<file path="src/rtl/vga_painter.sv">
// 640x480@60 VGA painter drawing an MM:SS readout as seven-segment glyphs with a colon.
// Optional VGA_LATCH_EN: digits are captured once per frame at the start of vertical blank.
module vga_painter (
  input  logic       clk,
  input  logic       reset_n,
  input  logic [3:0] mDecimal,
  input  logic [3:0] mUnit,
  input  logic [3:0] sDecimal,
  input  logic [3:0] sUnit,
  output logic       hsync,
  output logic       vsync,
  output logic [2:0] rgb
);

  localparam logic [9:0] H_VISIBLE    = 10'd640;
  localparam logic [9:0] H_SYNC_START = 10'd656;
  localparam logic [9:0] H_SYNC_END   = 10'd751;
  localparam logic [9:0] H_LAST       = 10'd799;
  localparam logic [9:0] V_VISIBLE    = 10'd480;
  localparam logic [9:0] V_SYNC_START = 10'd490;
  localparam logic [9:0] V_SYNC_END   = 10'd491;
  localparam logic [9:0] V_LAST       = 10'd524;

  localparam logic [9:0] BOX_TOP    = 10'd200;
  localparam logic [9:0] BOX_BOTTOM = 10'd279;
  localparam logic [9:0] BOX_WIDTH  = 10'd40;

  logic       tick_reg;
  logic [9:0] hc_reg, hc_next;
  logic [9:0] vc_reg, vc_next;
  logic       hsync_reg, vsync_reg;
  logic [2:0] rgb_reg;
  logic       hsync_next, vsync_next;
  logic [2:0] rgb_next;

  logic [3:0] digit_live [4];
  logic [3:0] digit_val  [4];
  logic [3:0] glyph_lit;
  logic       colon_lit;
  logic       visible;

  assign digit_live[0] = mDecimal;
  assign digit_live[1] = mUnit;
  assign digit_live[2] = sDecimal;
  assign digit_live[3] = sUnit;

  // Segment order {a,b,c,d,e,f,g}; codes 10..15 stay dark.
  function automatic logic [6:0] seg_decode(input logic [3:0] d);
    logic [6:0] s;
    s = 7'b0000000;
    case (d)
      4'd0: s = 7'b1111110;
      4'd1: s = 7'b0110000;
      4'd2: s = 7'b1101101;
      4'd3: s = 7'b1111001;
      4'd4: s = 7'b0110011;
      4'd5: s = 7'b1011011;
      4'd6: s = 7'b1011111;
      4'd7: s = 7'b1110000;
      4'd8: s = 7'b1111111;
      4'd9: s = 7'b1111011;
      default: s = 7'b0000000;
    endcase
    return s;
  endfunction

  always_ff @(posedge clk or negedge reset_n) begin
    if (!reset_n) begin
      tick_reg <= 1'b0;
    end else begin
      tick_reg <= ~tick_reg;
    end
  end

  always_comb begin
    hc_next = hc_reg + 10'd1;
    vc_next = vc_reg;
    if (hc_reg == H_LAST) begin
      hc_next = 10'd0;
      vc_next = (vc_reg == V_LAST) ? 10'd0 : vc_reg + 10'd1;
    end
  end

  always_ff @(posedge clk or negedge reset_n) begin
    if (!reset_n) begin
      hc_reg <= 10'd0;
      vc_reg <= 10'd0;
    end else if (tick_reg) begin
      hc_reg <= hc_next;
      vc_reg <= vc_next;
    end
  end

`ifdef VGA_LATCH_EN
  generate
    for (genvar gi = 0; gi < 4; gi++) begin : g_shadow
      logic [3:0] shadow_reg;
      always_ff @(posedge clk or negedge reset_n) begin
        if (!reset_n) begin
          shadow_reg <= 4'd0;
        end else if (tick_reg && hc_reg == 10'd0 && vc_reg == V_VISIBLE) begin
          shadow_reg <= digit_live[gi];
        end
      end
      assign digit_val[gi] = shadow_reg;
    end
  endgenerate
`else
  generate
    for (genvar gi = 0; gi < 4; gi++) begin : g_live
      assign digit_val[gi] = digit_live[gi];
    end
  endgenerate
`endif

  generate
    for (genvar gi = 0; gi < 4; gi++) begin : g_digit
      localparam logic [9:0] LEFT = (gi == 0) ? 10'd220 :
                                    (gi == 1) ? 10'd270 :
                                    (gi == 2) ? 10'd330 : 10'd380;
      logic       in_box;
      logic [9:0] lx, ly;
      logic [6:0] segs, region;

      assign in_box = (hc_reg >= LEFT) && (hc_reg < LEFT + BOX_WIDTH) &&
                      (vc_reg >= BOX_TOP) && (vc_reg <= BOX_BOTTOM);
      assign lx   = hc_reg - LEFT;
      assign ly   = vc_reg - BOX_TOP;
      assign segs = seg_decode(digit_val[gi]);

      // Which segment areas the local pixel falls in; overlaps at corners are intended.
      assign region[6] = (ly <= 10'd7);
      assign region[5] = (lx >= 10'd32) && (ly <= 10'd39);
      assign region[4] = (lx >= 10'd32) && (ly >= 10'd40);
      assign region[3] = (ly >= 10'd72);
      assign region[2] = (lx <= 10'd7) && (ly >= 10'd40);
      assign region[1] = (lx <= 10'd7) && (ly <= 10'd39);
      assign region[0] = (ly >= 10'd36) && (ly <= 10'd43);

      assign glyph_lit[gi] = in_box && (|(segs & region));
    end
  endgenerate

  assign colon_lit = (hc_reg >= 10'd316) && (hc_reg <= 10'd323) &&
                     (((vc_reg >= 10'd220) && (vc_reg <= 10'd227)) ||
                      ((vc_reg >= 10'd252) && (vc_reg <= 10'd259)));

  assign visible = (hc_reg < H_VISIBLE) && (vc_reg < V_VISIBLE);

  always_comb begin
    rgb_next   = 3'b000;
    hsync_next = !((hc_reg >= H_SYNC_START) && (hc_reg <= H_SYNC_END));
    vsync_next = !((vc_reg >= V_SYNC_START) && (vc_reg <= V_SYNC_END));
    if (visible) begin
      rgb_next = ((|glyph_lit) || colon_lit) ? 3'b111 : 3'b001;
    end
  end

  // All three outputs register the same pre-edge position so they stay aligned.
  always_ff @(posedge clk or negedge reset_n) begin
    if (!reset_n) begin
      hsync_reg <= 1'b1;
      vsync_reg <= 1'b1;
      rgb_reg   <= 3'b000;
    end else if (tick_reg) begin
      hsync_reg <= hsync_next;
      vsync_reg <= vsync_next;
      rgb_reg   <= rgb_next;
    end
  end

  assign hsync = hsync_reg;
  assign vsync = vsync_reg;
  assign rgb   = rgb_reg;

endmodule

</file>
<file path="config.mk">
export PLATFORM = sky130hd
export DESIGN_NAME = vga_painter
export DESIGN_NICKNAME = d
export VERILOG_FILES = /design/src/rtl/vga_painter.sv
export SDC_FILE = /design/constraint.sdc
export NUM_CORES = 1
export LEC_CHECK = 0
export BUFFER_PORTS_ARGS = -buffer_cell sky130_fd_sc_hd__buf_2
export CAP_MARGIN = 20
export CORE_AREA = 2 2 71 86
export DETAILED_ROUTE_END_ITERATION = 12
export DIE_AREA = 0 0 73 88
export PLACE_DENSITY = 0.87
export SETUP_SLACK_MARGIN = 0.2
export SYNTH_ARGS = -nofsm -noshare
export SYNTH_HDL_FRONTEND = slang
export SYNTH_SLANG_ARGS = --single-unit
</file>
<file path="constraint.sdc">
create_clock -name clk -period 6.8 [get_ports clk]
set_input_delay 0.68 -clock clk [delete_from_list [all_inputs] [get_ports clk]]
set_output_delay 0.68 -clock clk [all_outputs]
set_load 0.02 [all_outputs]
</file>
# Word level (Yosys, flattened, before mapping)
# Memories as Yosys holds them, arrays and structs flattened.
# Cells that the tools add are included.
# totals
ff_bits,26
rom_bits,448
out_inout_bits,5
elab_cells,114
mem_count,4
# classes
n_addsub,7
n_lt_le_gt_ge,36
eq_ne,2
muxes,4
n_bitwise,5
reduce_logical,50
# mem_list
name,words,word_bits,rd,rd_ports_with_merged_regs,write_ports,line,text
(name not given),16,7,1,0,0,51,case (d)
(name not given),16,7,1,0,0,51,
(name not given),16,7,1,0,0,51,
(name not given),16,7,1,0,0,51,
# op_table
op,n
"10-bit by 6-bit greater-or-equal comparator with 1-bit output, second input constant",6
"10-bit by 9-bit greater-or-equal comparator with 1-bit output, second input constant",5
"10-bit by 3-bit less-or-equal comparator with 1-bit output, second input constant",5
"10-bit by 9-bit < comparator with 1-bit output, second input constant",5
"10-bit by 8-bit greater-or-equal comparator with 1-bit output, second input constant",4
"10-bit by 9-bit less-or-equal comparator with 1-bit output, second input constant",4
1-bit logical AND,40
"10-bit by 9-bit subtractor with 10-bit output, second input constant",3
7-bit bitwise AND,4
7-bit OR reduction,4
"10-bit by 1-bit adder with 10-bit output, second input constant",2
"10-bit equality test, second input constant",2
"10-bit by 6-bit less-or-equal comparator with 1-bit output, second input constant",2
10-bit two-way mux,2
"10-bit by 8-bit subtractor with 10-bit output, second input constant",2
"10-bit greater-or-equal comparator, second input constant",1
"10-bit by 7-bit greater-or-equal comparator with 1-bit output, second input constant",1
"10-bit less-or-equal comparator, second input constant",1
"10-bit by 8-bit less-or-equal comparator with 1-bit output, second input constant",1
"10-bit < comparator, second input constant",1
3-bit two-way mux,2
4-bit OR reduction,1
1-bit zero test,2
1-bit logical OR,2
2 further kinds,2

# Logic depth before layout (Yosys ltp)
# Gate-level depths: netlist of run 1.
# depth
ltp_word,10
mapped_depth,12
ltp_nobuf,10

# Least setup slack after synthesis of run 1
# OpenSTA, ideal clock, no wires.
# synth_timing
path_type,reg-to-reg
startpoint,register hc_reg[2]
endpoint,"register rgb_reg[1], in the netlist rgb[1]"
t_arrival_ns,2.572
required_time_ns,6.674
setup_slack_ns,4.102
stages_incl_launch_ff,11
cell_sequence,dfrtp_1 -> inv_1 -> ha_1 -> a2111oi_2 -> mux2i_1 -> and4b_1 -> mux2i_1 -> o22ai_1 -> a221oi_2 -> a41oi_2 -> a221o_1
# synth_between
elab_chain_len,10
# synth_lines
item,line,text
from (decl),29,"logic [9:0] hc_reg, hc_next;"
from (signal assigned),89,hc_reg <= hc_next;
10-bit by 8-bit subtractor with 10-bit output / 10-bit by 9-bit subtractor with 10-bit output (equally long branches),127,assign lx = hc_reg - LEFT;
10-bit by 3-bit less-or-equal comparator with 1-bit output / 10-bit by 6-bit greater-or-equal comparator with 1-bit output (equally long branches),-,
1-bit logical AND (on tied branches),-,
7-bit bitwise AND,140,assign glyph_lit[gi] = in_box && (|(segs & region));
7-bit OR reduction,140,
1-bit logical AND,140,
4-bit OR reduction,155,rgb_next = ((|glyph_lit) || colon_lit) ? 3'b111 : 3'b001;
1-bit logical OR,155,
3-bit two-way mux,155,
3-bit two-way mux (*),154,if (visible) begin
to (signal assigned),168,rgb_reg <= rgb_next;
to (decl),32,logic [2:0] rgb_reg;
# Mark *: on every way between the ends. The rest lies on a longest branch, timed or not.
# A chain may end at the register's enable or synchronous reset.

# Worst setup path after layout of run 1
# layout_timing
startpoint,register vc_reg[4]
endpoint,"register rgb_reg[1], in the netlist rgb[1]"
# layout_between
elab_chain_len,10
# layout_lines
item,line,text
from (decl),30,"logic [9:0] vc_reg, vc_next;"
from (signal assigned),90,vc_reg <= vc_next;
10-bit by 8-bit subtractor with 10-bit output,128,assign ly = vc_reg - BOX_TOP;
"10-bit by 6-bit greater-or-equal comparator with 1-bit output, or another cell as far along",138,assign region[0] = (ly >= 10'd36) && (ly <= 10'd43);
1-bit logical AND (on tied branches),-,
7-bit bitwise AND,140,
7-bit OR reduction,140,
1-bit logical AND,140,
4-bit OR reduction,155,
1-bit logical OR,155,
3-bit two-way mux,155,
3-bit two-way mux (*),154,
# Marked as above.

==> run summary, run 1 <==
DRT
----------------------------------------------------------------------------------------------------
Drt initial violations ................................................................          156
Detailed-route wire length ............................................................      7230 µm
Total via count in the routed design ..................................................         2976
Highest signal layer in the routed design .............................................         met4
TritonRoute pass-1 iters ..............................................................            5
Met2 Routed Length ....................................................................      3480 µm
Detail-routed net length per standard cell ............................................      15.3 µm
Via density ...........................................................................         6.31
Remaining design rule violation count .................................................            0
Number of nets still failing antenna checks after routing .............................            0
Met3 wirelength from detailed routing .................................................       296 µm
Routed length on met1 .................................................................      3240 µm

RUN STATUS
----------------------------------------------------------------------------------------------------
Result of the run ..................................................................... complete, no violations

GLOBAL ROUTING
----------------------------------------------------------------------------------------------------
Initial antenna violation count .......................................................            0
Total congestion overflow after global routing ........................................            0
Maximum number of pins on one net before global-route repair ..........................           26
Total routing resource utilization after global routing ...............................        23.5%
Via count of the first global-routing pass ............................................         2781
First-pass GRT wire length ............................................................     12300 µm

CLOCKING
----------------------------------------------------------------------------------------------------
Hold buffer count at CTS ..............................................................            0
Clock sink count ......................................................................           25
Setup bufs post-CTS ...................................................................            0
Depth of the CTS H-tree ...............................................................            1
Cells resized by post-CTS repair ......................................................            0
Insertion delay of the later-clocked pin in the worst-skew pair .......................      0.28 ns
Clock-pin slew reported for the worst setup and hold paths after clock tree synthesis .      0.09 ns
Clock buffer depth ....................................................................            2
Cell at the root of the clock tree .................................................... sky130_fd_sc_hd__clkbuf_8
Clock buffers created by TritonCTS ....................................................            3
TritonCTS clock tree ..................................................................          yes

FLOORPLAN
----------------------------------------------------------------------------------------------------
Area enclosed by the die boundary .....................................................     6420 µm²
Area of the core ......................................................................     5590 µm²
Initial core utilization ..............................................................        58.1%
Ports .................................................................................           23
Standard-cell rows ....................................................................           30
Width of the die ......................................................................        73 µm
Die boundary height ...................................................................        88 µm

TIMING
----------------------------------------------------------------------------------------------------
Setup repair after global routing missed its margin ...................................        false
Worst-Margin Slew .....................................................................     0.858 ns
Shortest clock period the worst path allows after layout ..............................      3.10 ns
Total setup violations reported at the end of the flow ................................            0
Period utilisation layout .............................................................        45.6%
Slew Limit Headroom ...................................................................        41.3%
Post-Route Hold Slack .................................................................     0.388 ns
Highest attainable clock frequency ....................................................    0.322 GHz
Total count of max-transition violations in the final report ..........................            0
Final setup slack of the worst path ...................................................      3.70 ns
Worst clock skew ......................................................................   0.00854 ns
Number of failing hold endpoints at the final stage ...................................            0
Final TNS setup .......................................................................         0 ns

SYNTH
----------------------------------------------------------------------------------------------------
Mean instance size in the synthesized netlist .........................................     8.01 µm²
Async SR Flop Fraction ................................................................         100%
Ys flop type .......................................................................... sky130_fd_sc_hd__dfrtp_1
Synthesis-stage register bit count ....................................................           25
Number of flops mapped to enable cells by yosys .......................................            0
Syn Nets ..............................................................................          463
Synthesized instance count ............................................................          406
Proportion of synthesized chip area in sequential cells ...............................        19.3%
Warnings, synthesis ...................................................................            0
Post-synth design cell area ...........................................................     3250 µm²
Distinct cell type count of the synthesized netlist ...................................           73

POWER AND IR DROP
----------------------------------------------------------------------------------------------------
Largest voltage drop on the vdd net ...................................................    0.0738 mV
Power per Cell Area ...................................................................  87.1 nW/µm²
Reported leakage power ................................................................      1.42 nW

WORST SETUP PATH
----------------------------------------------------------------------------------------------------
Arrival time at the worst endpoint ....................................................      3.27 ns
Worst reg2reg path depth ..............................................................           10
Worst endpoint required time ..........................................................      6.97 ns
Critical path cell sequence ........................................................... inv_1, ha_1, nand2b_1, a211oi_1, o211ai_2, nor2b_1, o22ai_1, a221oi_2, a41oi_2, a221o_1
Worst setup path class ................................................................   reg -> reg
Top cell family by delay on the critical path ......................................... compound AO/OA/AOI/OAI gates
Critical path startpoint category .....................................................     register
Buffers and inverters on the worst path ...............................................            1
Critical register-to-register path startpoint .........................................    vc_reg[4]
Crit path max-delay cell type ......................................................... sky130_fd_sc_hd__dfrtp_1
Worst r2r dst .........................................................................       rgb[1]
Slack of the worst reg-to-reg path ....................................................      3.70 ns
Critical Path Fanout Max ..............................................................           11
Critical path's largest stage delay ...................................................      0.52 ns
Worst Setup End Kind ..................................................................     register

CELLS AND AREA
----------------------------------------------------------------------------------------------------
# nets final ..........................................................................          466
Area grow syn2layout ..................................................................        3.31%
Non-filler cells in the finished layout ...............................................          472
Share of layout cells above drive strength 1 ..........................................        11.5%
Number of inserted diodes .............................................................            0

PLACE
----------------------------------------------------------------------------------------------------
Post-Place Cells ......................................................................          468
Number of port buffers ................................................................           22
Final weighted congestion in routability-driven placement .............................        0.867
Worst Setup Slack post-DPL ............................................................      3.71 ns
HPWL reported at the end of detailed placement ........................................      5490 µm

HOLD PATH
----------------------------------------------------------------------------------------------------
HP Class ..............................................................................  in -> async

JOB
----------------------------------------------------------------------------------------------------
Max Cap Violations ....................................................................            0

[layer usage]
layer | GRT usage (%) | vias to the layer above
met5 | 0 | -
met4 | 9.43 | 0
met3 | 2.42 | 23
met2 | 39.8 | 84
met1 | 30.3 | 1410
li1 | - | 1459
[worst max-delay path by stage]
| stage | cells past startpoint | endpoint | start | slack, ns |
|---|---|---|---|---|
| finish | 10 | rgb[1] | vc_reg[4] | 3.70 |
| detailed placement | 10 | rgb[1] | vc_reg[4] | 3.71 |
| global placement | 10 | rgb[1] | vc_reg[4] | 3.88 |
| CTS | 10 | rgb[1] | vc_reg[4] | 3.72 |
| floorplan | 10 | rgb[1] | hc_reg[2] | 4.10 |
| global route | 10 | rgb[1] | vc_reg[4] | 3.34 |
[kinds of logic (layout without fill, tap and decap cells)]
family          Yosys count  in the layout  share of synthesized area (%)
simple gates            137            137                           22.9
xor+xnor                 27             27                           7.50
compound gates          115            115                           24.8
mux                      10             10                           3.19
fa+ha+maj                39             39                           15.0
flops                    25             25                           19.3
buf+inv                  53             55                           7.31
[synth_stat cells (3+ instances only)]
| cell | number | share of area [%] |
|---|---|---|
| sky130_fd_sc_hd__a211oi_1 | 3 | 0.69 |
| sky130_fd_sc_hd__a21oi_1 | 21 | 3.2 |
| sky130_fd_sc_hd__a22oi_1 | 4 | 0.92 |
| sky130_fd_sc_hd__a31oi_1 | 7 | 1.3 |
| sky130_fd_sc_hd__and2_1 | 3 | 0.58 |
| sky130_fd_sc_hd__and3_1 | 4 | 0.77 |
| sky130_fd_sc_hd__buf_2 | 4 | 0.62 |
| sky130_fd_sc_hd__buf_4 | 5 | 1.2 |
| sky130_fd_sc_hd__clkbuf_1 | 12 | 1.4 |
| sky130_fd_sc_hd__dfrtp_1 | 23 | 18 |
| sky130_fd_sc_hd__ha_1 | 39 | 15 |
| sky130_fd_sc_hd__inv_1 | 29 | 3.3 |
| sky130_fd_sc_hd__mux2_2 | 3 | 1.0 |
| sky130_fd_sc_hd__mux2i_1 | 7 | 2.2 |
| sky130_fd_sc_hd__nand2_1 | 32 | 3.7 |
| sky130_fd_sc_hd__nand2b_1 | 8 | 1.5 |
| sky130_fd_sc_hd__nand3_1 | 9 | 1.4 |
| sky130_fd_sc_hd__nand4_1 | 6 | 1.2 |
| sky130_fd_sc_hd__nor2_1 | 35 | 4.0 |
| sky130_fd_sc_hd__nor2b_1 | 8 | 1.5 |
| sky130_fd_sc_hd__nor3_1 | 13 | 2.0 |
| sky130_fd_sc_hd__nor4_1 | 3 | 0.58 |
| sky130_fd_sc_hd__o211ai_1 | 3 | 0.69 |
| sky130_fd_sc_hd__o21ai_0 | 26 | 4.0 |
| sky130_fd_sc_hd__o22ai_1 | 14 | 2.7 |
| sky130_fd_sc_hd__o31ai_1 | 4 | 0.92 |
| sky130_fd_sc_hd__xnor2_1 | 15 | 4.0 |
| sky130_fd_sc_hd__xor2_1 | 11 | 3.0 |
[cell type report]
class / instances / area, µm²
inverters: 29 / 109
multi-input cells: 328 / 2390
flip-flops and latches: 25 / 628
clock inverters: 1 / 5.00
well taps: 64 / 80.1
fillers: 505 / 2230
clock buffers: 3 / 41.3
repair buffers: 22 / 110
[stage by stage]
stage | area, µm² | utilization, % | power, mW
2_1_floorplan | 3250 | - | 0.184
3_3_place_gp | 3310 | 59.2 | 0.202
3_5_place_dp | 3310 | 59.2 | 0.204
4_1_cts | 3360 | 60.1 | 0.295
5_1_grt | 3360 | 60.1 | 0.307
6_report | 3360 | 60.1 | 0.293
[cell usage in the layout, fill, tap and decap left out, types with 13 or more instances in the layout]
cell / instances
sky130_fd_sc_hd__o21ai_0: 26
sky130_fd_sc_hd__dfrtp_1: 23
sky130_fd_sc_hd__a21oi_1: 21
sky130_fd_sc_hd__buf_2: 22
sky130_fd_sc_hd__nor3_1: 13
sky130_fd_sc_hd__inv_1: 29
sky130_fd_sc_hd__xnor2_1: 15
sky130_fd_sc_hd__nor2_1: 35
sky130_fd_sc_hd__ha_1: 39
sky130_fd_sc_hd__nand2_1: 32
sky130_fd_sc_hd__o22ai_1: 14
[worst register-to-register path, cell delays in order (launching register included)]
cell,delay (ns)
sky130_fd_sc_hd__dfrtp_1,0.52
sky130_fd_sc_hd__inv_1,0.21
sky130_fd_sc_hd__ha_1,0.21
sky130_fd_sc_hd__nand2b_1,0.08
sky130_fd_sc_hd__a211oi_1,0.40
sky130_fd_sc_hd__o211ai_2,0.22
sky130_fd_sc_hd__nor2b_1,0.47
sky130_fd_sc_hd__o22ai_1,0.19
sky130_fd_sc_hd__a221oi_2,0.30
sky130_fd_sc_hd__a41oi_2,0.12
sky130_fd_sc_hd__a221o_1,0.28
[where the power goes]
group	internal (mW)	total [mW]	switching [mW]
clock	0.0412	0.0914	0.0503
sequential	0.149	0.149	0
combinational	0.0213	0.0525	0.0312
Power figures use the tool's default switching activity.
==> run 2, diff against run 1 <==
==> constraint.sdc (replaced) <==
create_clock -name clk -period 3.15 [get_ports clk]
set_input_delay 0.315 -clock clk [delete_from_list [all_inputs] [get_ports clk]]
set_output_delay 0.315 -clock clk [all_outputs]
set_load 0.02 [all_outputs]
==> run 2 against run 1 <==
Count of clock-buffer cells in the layout is the same. Register-to-register slack lost 3.4 ns. Utilization grew 1.8 points. Die area is the same. Critical path depth is the same. Clock skew shrank 0.00090 ns. Fmax grew 10%. First-iteration DRC count shrank 17%. Cell count grew 1.9%. Via count grew 1.7%. Largest power group unchanged.
==> run summary, run 2 (synthesis results as in run 1) <==
RUN STATUS
----------------------------------------------------------------------------------------------------
Result of the run ..................................................................... complete, no violations

CELLS AND AREA
----------------------------------------------------------------------------------------------------
Share of layout cells above drive strength 1 ..........................................        14.6%   +3.1 points
Most common cell after layout, fill and taps aside .................................... sky130_fd_sc_hd__ha_1
Area grow syn2layout ..................................................................        6.39%
Layout Utilization ....................................................................        61.9%   +1.8 points
# nets final ..........................................................................          475   +1.9%
Final non-filler cell area ............................................................     3460 µm²   +3.0%
Non-filler cells in the finished layout ...............................................          481   +1.9%
Number of inserted diodes .............................................................            0   unchanged
Top library cells by usage in the layout, fill and taps aside ......................... 39 x sky130_fd_sc_hd__ha_1, 35 x sky130_fd_sc_hd__nor2_1, 32 x sky130_fd_sc_hd__nand2_1

POWER AND IR DROP
----------------------------------------------------------------------------------------------------
Fraction of power consumed by sequential logic ........................................        50.9%   about the same
Int Pwr ...............................................................................       456 µW   +120%
Part of the total power dissipated in the clock network ...............................        31.3%   about the same
Largest voltage drop on the vdd net ...................................................     0.187 mV   +150%
Switching power .......................................................................       174 µW   +110%
Design Power ..........................................................................       630 µW   +120%
Logic gate share of total power .......................................................        17.8%   about the same
Net switching share of the total power ................................................        27.5%   -0.31 points
Power per Cell Area ...................................................................   182 nW/µm²   +110%
Reported leakage power ................................................................      1.46 nW   +3.1%

CLOCKING
----------------------------------------------------------------------------------------------------
Clock sink count ......................................................................           25   unchanged
Clock-pin slew reported for the worst setup and hold paths after clock tree synthesis .      0.09 ns   about the same
Depth of the CTS H-tree ...............................................................            1   unchanged
Hold buffer count at CTS ..............................................................            0   unchanged
TritonCTS clock tree ..................................................................          yes
Cell at the root of the clock tree .................................................... sky130_fd_sc_hd__clkbuf_8
Clock buffers created by TritonCTS ....................................................            3   unchanged
Clock buffer depth ....................................................................            2   unchanged
Insertion delay of the later-clocked pin in the worst-skew pair .......................      0.27 ns   about the same

TIMING
----------------------------------------------------------------------------------------------------
Worst clock skew ......................................................................   0.00764 ns   -0.000902 ns
Total count of max-transition violations in the final report ..........................            0   unchanged
Post-Route Hold Slack .................................................................    0.0298 ns   -0.358 ns
Slew Limit Headroom ...................................................................        52.0%   +11 points
Total setup violations reported at the end of the flow ................................            0   unchanged
Number of failing hold endpoints at the final stage ...................................            0   unchanged
Final setup slack of the worst path ...................................................     0.335 ns   -3.36 ns
Shortest clock period the worst path allows after layout ..............................      2.81 ns   -0.287 ns
Setup repair after global routing missed its margin ...................................        false
Worst-Margin Slew .....................................................................     0.702 ns   -0.156 ns
Final TNS setup .......................................................................         0 ns   unchanged
Highest attainable clock frequency ....................................................    0.355 GHz   +10%
Period utilisation layout .............................................................        89.4%   +44 points

GLOBAL ROUTING
----------------------------------------------------------------------------------------------------
Maximum number of pins on one net before global-route repair ..........................           26   unchanged
Total routing resource utilization after global routing ...............................        24.7%   +1.3 points
Initial antenna violation count .......................................................            0   unchanged
Total congestion overflow after global routing ........................................            0   unchanged
Via count of the first global-routing pass ............................................         2947   +6.0%
First-pass GRT wire length ............................................................     12900 µm   +5.2%

WORST SETUP PATH
----------------------------------------------------------------------------------------------------
Top cell family by delay on the critical path ......................................... compound AO/OA/AOI/OAI gates
Most common cell on crit path ......................................................... sky130_fd_sc_hd__mux2i_1
Critical register-to-register path startpoint .........................................    hc_reg[2]
Worst reg2reg path depth ..............................................................           10   unchanged
Buffers and inverters on the worst path ...............................................            1   unchanged
Critical path startpoint category .....................................................     register
Worst r2r dst .........................................................................       rgb[1]
Worst Setup End Kind ..................................................................     register
Crit path max-delay cell type ......................................................... sky130_fd_sc_hd__dfrtp_2
Critical path cell sequence ........................................................... buf_4, ha_1, a2111oi_4, mux2i_1, and4b_1, mux2i_1, o22ai_1, a221oi_2, a41oi_2, a221o_1
Critical path's largest stage delay ...................................................      0.44 ns   -0.08 ns
Worst setup path class ................................................................   reg -> reg
Arrival time at the worst endpoint ....................................................      2.98 ns   -0.29 ns
Worst endpoint required time ..........................................................      3.32 ns   -3.65 ns
Critical Path Fanout Max ..............................................................            6   -5
Slack of the worst reg-to-reg path ....................................................      0.34 ns   -3.36 ns

FLOORPLAN
----------------------------------------------------------------------------------------------------
Width of the die ......................................................................        73 µm   unchanged
Die boundary height ...................................................................        88 µm   unchanged
Area of the core ......................................................................     5590 µm²   unchanged
Ports .................................................................................           23   unchanged
Initial core utilization ..............................................................        58.1%   unchanged
Standard-cell rows ....................................................................           30   unchanged
Area enclosed by the die boundary .....................................................     6420 µm²   unchanged

DRT
----------------------------------------------------------------------------------------------------
Number of nets still failing antenna checks after routing .............................            0   unchanged
Via density ...........................................................................         6.29   -0.22%
Detail-routed net length per standard cell ............................................      16.0 µm   +4.7%
Drt initial violations ................................................................          130   -17%
Remaining design rule violation count .................................................            0   unchanged
Detailed-route wire length ............................................................      7710 µm   +6.7%
Total via count in the routed design ..................................................         3026   +1.7%
TritonRoute pass-1 iters ..............................................................            4   -1

PLACE
----------------------------------------------------------------------------------------------------
Number of port buffers ................................................................           22   unchanged
HPWL reported at the end of detailed placement ........................................      5820 µm   +6.0%
Final weighted congestion in routability-driven placement .............................        0.883   +1.8%
Post-Place Cells ......................................................................          476   +1.7%
Worst Setup Slack post-DPL ............................................................     0.140 ns   -3.57 ns
Placed standard-cell area .............................................................     3370 µm²   +1.8%

JOB
----------------------------------------------------------------------------------------------------
Max Cap Violations ....................................................................            0   unchanged

HOLD PATH
----------------------------------------------------------------------------------------------------
HP Class ..............................................................................  in -> async

==> run 2: layout make-up <==
cell class	count	area (µm²)
clock buffer	3	41.3
clock inverter	1	7.51
fill	480	2130
inverter	29	109
multi-input combinational	328	2410
sequential	25	631
tap	64	80.1
timing repair buffer	31	178
==> run 2: power by group through the flow <==
stage,logic [mW],clock network [mW],registers [mW]
finish,0.112,0.197,0.321
CTS,0.112,0.204,0.321
detailed placement,0.111,0,0.327
global placement,0.108,0,0.327
floorplan,0.0703,0,0.327
global route,0.126,0.221,0.321
==> run 2: worst register-to-register path: cells and delay by family, from the launching register on <==
family / cells / cell delay, ns
adders and majority gates: 1 / 0.33
DFF: 1 / 0.44
AOI/OAI and AO/OA: 5 / 1.10
and+or+nand+nor: 1 / 0.26
buffers and inverters: 1 / 0.16
muxes: 2 / 0.44
==> run 2: worst max path at each step <==
stage | from | to | slack (ns) | depth (start not counted)
6_report | hc_reg[2] | rgb[1] | 0.34 | 10
5_1_grt | vc_reg[3] | rgb[1] | 0.20 | 10
4_1_cts | hc_reg[2] | rgb[1] | 0.20 | 10
3_5_place_dp | hc_reg[2] | rgb[1] | 0.14 | 10
3_3_place_gp | hc_reg[2] | rgb[1] | 0.28 | 10
2_1_floorplan | hc_reg[2] | rgb[1] | 0.45 | 10
==> run 2: timing repair <==
action,in CTS,in global routing
buffers inserted,0,1
setup endpoints to repair,1,1
gates resized for setup,1,5
==> run 2: per-layer routing <==
metal  share of wire (%)  global-route usage [%]  up-vias
li1                    -                       -     1475
met1                  43                    30.6     1440
met2                  51                    43.4       99
met3                 4.7                    2.99       12
met4                 1.7                    9.60        0
met5                   0                       0        -
==> run 3, diff against run 2 <==
--- a/config.mk
+++ b/config.mk
@@ -7,10 +7,11 @@
 export LEC_CHECK = 0
 export BUFFER_PORTS_ARGS = -buffer_cell sky130_fd_sc_hd__buf_2
 export CAP_MARGIN = 20
-export CORE_AREA = 2 2 71 86
+export CORE_AREA = 2 2 96 116
 export DETAILED_ROUTE_END_ITERATION = 12
-export DIE_AREA = 0 0 73 88
-export PLACE_DENSITY = 0.87
+export DIE_AREA = 0 0 98 118
+export HOLD_SLACK_MARGIN = 0.15
+export PLACE_DENSITY = 0.57
 export SETUP_SLACK_MARGIN = 0.2
 export SYNTH_ARGS = -nofsm -noshare
 export SYNTH_HDL_FRONTEND = slang
==> run 3 against run 2 <==
Critical path depth unchanged. Count of clock-buffer cells in the layout unchanged. Global-route usage down 11 points. Sequential share of layout area down 0.75 points. Sequential cell count unchanged. Hold slack better by 0.46 ns. Fmax up 2.8%. Total power up 16%. First-iteration DRC count up 32%. Via count down 1.9%. Largest power group unchanged.
==> run summary, run 3 (synthesis results as in run 1) <==
POWER AND IR DROP
----------------------------------------------------------------------------------------------------
Switching power .......................................................................       191 µW   +10%
Reported leakage power ................................................................      1.51 nW   +2.8%
Logic gate share of total power .......................................................        15.8%   -2.0 points
Part of the total power dissipated in the clock network ...............................        40.3%   +9.0 points
Net switching share of the total power ................................................        26.2%   -1.3 points
Fraction of power consumed by sequential logic ........................................        43.9%   -7.0 points
Power per Cell Area ...................................................................   203 nW/µm²   +11%
Largest voltage drop on the vdd net ...................................................     0.177 mV   -5.4%
Int Pwr ...............................................................................       539 µW   +18%

CELLS AND AREA
----------------------------------------------------------------------------------------------------
# nets final ..........................................................................          480   +1.1%
Share of layout cells above drive strength 1 ..........................................        15.2%   +0.54 points
Area grow syn2layout ..................................................................        10.9%
Footprint of the flip-flops and latches ...............................................      631 µm²   unchanged
Number of inserted filler cells in the final layout ...................................         1101   +130%
Area used by multi-input combinational logic ..........................................     2410 µm²   -0.21%
Most common cell after layout, fill and taps aside .................................... sky130_fd_sc_hd__ha_1
Top library cells by usage in the layout, fill and taps aside ......................... 39 x sky130_fd_sc_hd__ha_1, 35 x sky130_fd_sc_hd__nor2_1, 32 x sky130_fd_sc_hd__nand2_1
Non-filler cells in the finished layout ...............................................          551   +15%
Number of inserted diodes .............................................................            0   unchanged

TIMING
----------------------------------------------------------------------------------------------------
Total setup violations reported at the end of the flow ................................            0   unchanged
Shortest clock period the worst path allows after layout ..............................      2.74 ns   -0.0755 ns
Worst-Margin Slew .....................................................................     0.702 ns   -0.000174 ns
Total count of max-transition violations in the final report ..........................            0   unchanged
Number of failing hold endpoints at the final stage ...................................            0   unchanged
Worst clock skew ......................................................................   0.00247 ns   -0.00517 ns
Slew Limit Headroom ...................................................................        52.7%   +0.73 points
Highest attainable clock frequency ....................................................    0.365 GHz   +2.8%
Setup repair after global routing missed its margin ...................................        false
Final TNS setup .......................................................................         0 ns   unchanged
Final setup slack of the worst path ...................................................     0.411 ns   +0.0755 ns
Period utilisation layout .............................................................        87.0%   -2.4 points

CLOCKING
----------------------------------------------------------------------------------------------------
Insertion delay of the later-clocked pin in the worst-skew pair .......................      0.26 ns   about the same
Clock sink count ......................................................................           25   unchanged
Cell at the root of the clock tree .................................................... sky130_fd_sc_hd__clkbuf_16
Depth of the CTS H-tree ...............................................................            1   unchanged
Clock buffers created by TritonCTS ....................................................            3   unchanged
TritonCTS clock tree ..................................................................          yes
Clock buffer depth ....................................................................            2   unchanged
Clock-pin slew reported for the worst setup and hold paths after clock tree synthesis .      0.07 ns   -0.02 ns

WORST SETUP PATH
----------------------------------------------------------------------------------------------------
Crit path max-delay cell type ......................................................... sky130_fd_sc_hd__dfrtp_2
Critical path startpoint category .....................................................     register
Critical path's largest stage delay ...................................................      0.43 ns   about the same
Worst setup path class ................................................................   reg -> reg
Critical path cell sequence ........................................................... buf_4, ha_1, a2111oi_4, mux2i_1, and4b_1, mux2i_1, o22ai_1, a221oi_2, a41oi_2, a221o_1
Most common cell on crit path ......................................................... sky130_fd_sc_hd__mux2i_1
Worst Setup End Kind ..................................................................     register
Critical Path Fanout Max ..............................................................            6   unchanged
Arrival time at the worst endpoint ....................................................      2.88 ns   -0.10 ns
Worst endpoint required time ..........................................................      3.30 ns   -0.02 ns

DRT
----------------------------------------------------------------------------------------------------
Detail-routed net length per standard cell ............................................      14.8 µm   -7.5%
TritonRoute pass-1 iters ..............................................................            4   unchanged
Met2 Routed Length ....................................................................      4160 µm   +5.5%
Number of nets still failing antenna checks after routing .............................            0   unchanged
Highest signal layer in the routed design .............................................         met4
Remaining design rule violation count .................................................            0   unchanged
Routed length on met1 .................................................................      3740 µm   +14%
Via density ...........................................................................         5.38   -14%
Drt initial violations ................................................................          172   +32%
Met3 wirelength from detailed routing .................................................       211 µm   -42%
Detailed-route wire length ............................................................      8170 µm   +6.0%
Total via count in the routed design ..................................................         2967   -1.9%

GLOBAL ROUTING
----------------------------------------------------------------------------------------------------
Initial antenna violation count .......................................................            0   unchanged
Maximum number of pins on one net before global-route repair ..........................           26   unchanged
Via count of the first global-routing pass ............................................         2860   -3.0%
Total routing resource utilization after global routing ...............................        13.8%   -11 points
First-pass GRT wire length ............................................................     13600 µm   +5.2%
Total congestion overflow after global routing ........................................            0   unchanged

FLOORPLAN
----------------------------------------------------------------------------------------------------
Ports .................................................................................           23   unchanged
Area enclosed by the die boundary .....................................................    11600 µm²   +80%
Die boundary height ...................................................................       118 µm   +34%
Initial core utilization ..............................................................        31.2%   -27 points
Area of the core ......................................................................    10400 µm²   +86%
Width of the die ......................................................................        98 µm   +34%
Standard-cell rows ....................................................................           41   +37%

PLACE
----------------------------------------------------------------------------------------------------
Number of port buffers ................................................................           22   unchanged
Post-Place Cells ......................................................................          544   +14%
Worst Setup Slack post-DPL ............................................................     0.178 ns   +0.0375 ns
Final weighted congestion in routability-driven placement .............................        0.834   -5.5%
HPWL reported at the end of detailed placement ........................................      6290 µm   +8.1%

HOLD PATH
----------------------------------------------------------------------------------------------------
HP Class ..............................................................................   reg -> reg

RUN STATUS
----------------------------------------------------------------------------------------------------
Result of the run ..................................................................... complete, no violations

JOB
----------------------------------------------------------------------------------------------------
Max Cap Violations ....................................................................            0   unchanged

-- run 3: cell types whose count changed in the layout (fill, tap and decap cells not counted), sizes merged --
cell | before | now
dlygate4sd3 | 0 | 1
clkinv | 0 | 1
buf | 31 | 35
clkinvlp | 1 | 0
-- run 3: area by class of cell --
type,instances,area share [%]
repair buffers,36,6.04
well taps,129,4.47
flip-flops and latches,25,17.5
inverters,29,3.02
clock inverters,1,0.139
multi-input cells,328,66.8
clock buffers,3,2.08
-- run 3: timing repair --
item,4_1_cts,5_1_grt
setup endpoints to repair,1,1
endpoints found under the hold margin,23,0
setup buffers,0,2
resized for setup,1,4
hold buffers,1,0
cloned,0,0
pin swaps,0,2
-- run 3: power groups by stage --
stage / combinational, mW / sequential (mW) / clock, mW
2_1_floorplan: 0.0703 / 0.327 / 0
3_3_place_gp: 0.113 / 0.327 / 0
3_5_place_dp: 0.114 / 0.327 / 0
4_1_cts: 0.116 / 0.321 / 0.299
5_1_grt: 0.130 / 0.321 / 0.308
6_report: 0.115 / 0.321 / 0.294
-- run 3: worst paths after layout --
kind | start | to | slack [ns] | depth (start not counted)
setup reg to reg | hc_reg[2] | rgb[1] | 0.41 | 10
setup / recovery | hc_reg[2] | rgb[1] | 0.41 | 10
min in group asynchronous | reset_n | vc_reg[7] | 0.59 | 2
hold / removal | hsync | hsync | 0.49 | 2
hold reg to reg | hsync | hsync | 0.49 | 2
max in group asynchronous | reset_n | hc_reg[2] | 2.12 | 2
-- run 3: metrics by stage --
stage	util [%]	hold WS [ns]	power [mW]	area, µm²
after global routing	34.6	0.528	0.759	3610
final	34.6	0.491	0.730	3610
after global placement	33.4	0.361	0.440	3480
after CTS	34.3	0.495	0.736	3570
after floorplan	-	0.0194	0.397	3250
after detailed placement	33.4	0.366	0.441	3480
-- run 3: metal layers --
| layer | global-route usage, % | vias to the layer above |
|---|---|---|
| li1 | - | 1495 |
| met1 | 17.9 | 1422 |
| met2 | 25.0 | 46 |
| met3 | 0.653 | 4 |
| met4 | 3.39 | 0 |
| met5 | 0 | - |
-- run 3: critical path: cells and delay by family (launching register included) --
kind / cells / cell delay [ns]
AO/OA/AOI/OAI: 5 / 1.06
multiplexers: 2 / 0.44
flip-flops: 1 / 0.43
adder cells (fa/ha/maj): 1 / 0.30
AND/OR/NAND/NOR: 1 / 0.25
buffers and inverters: 1 / 0.14
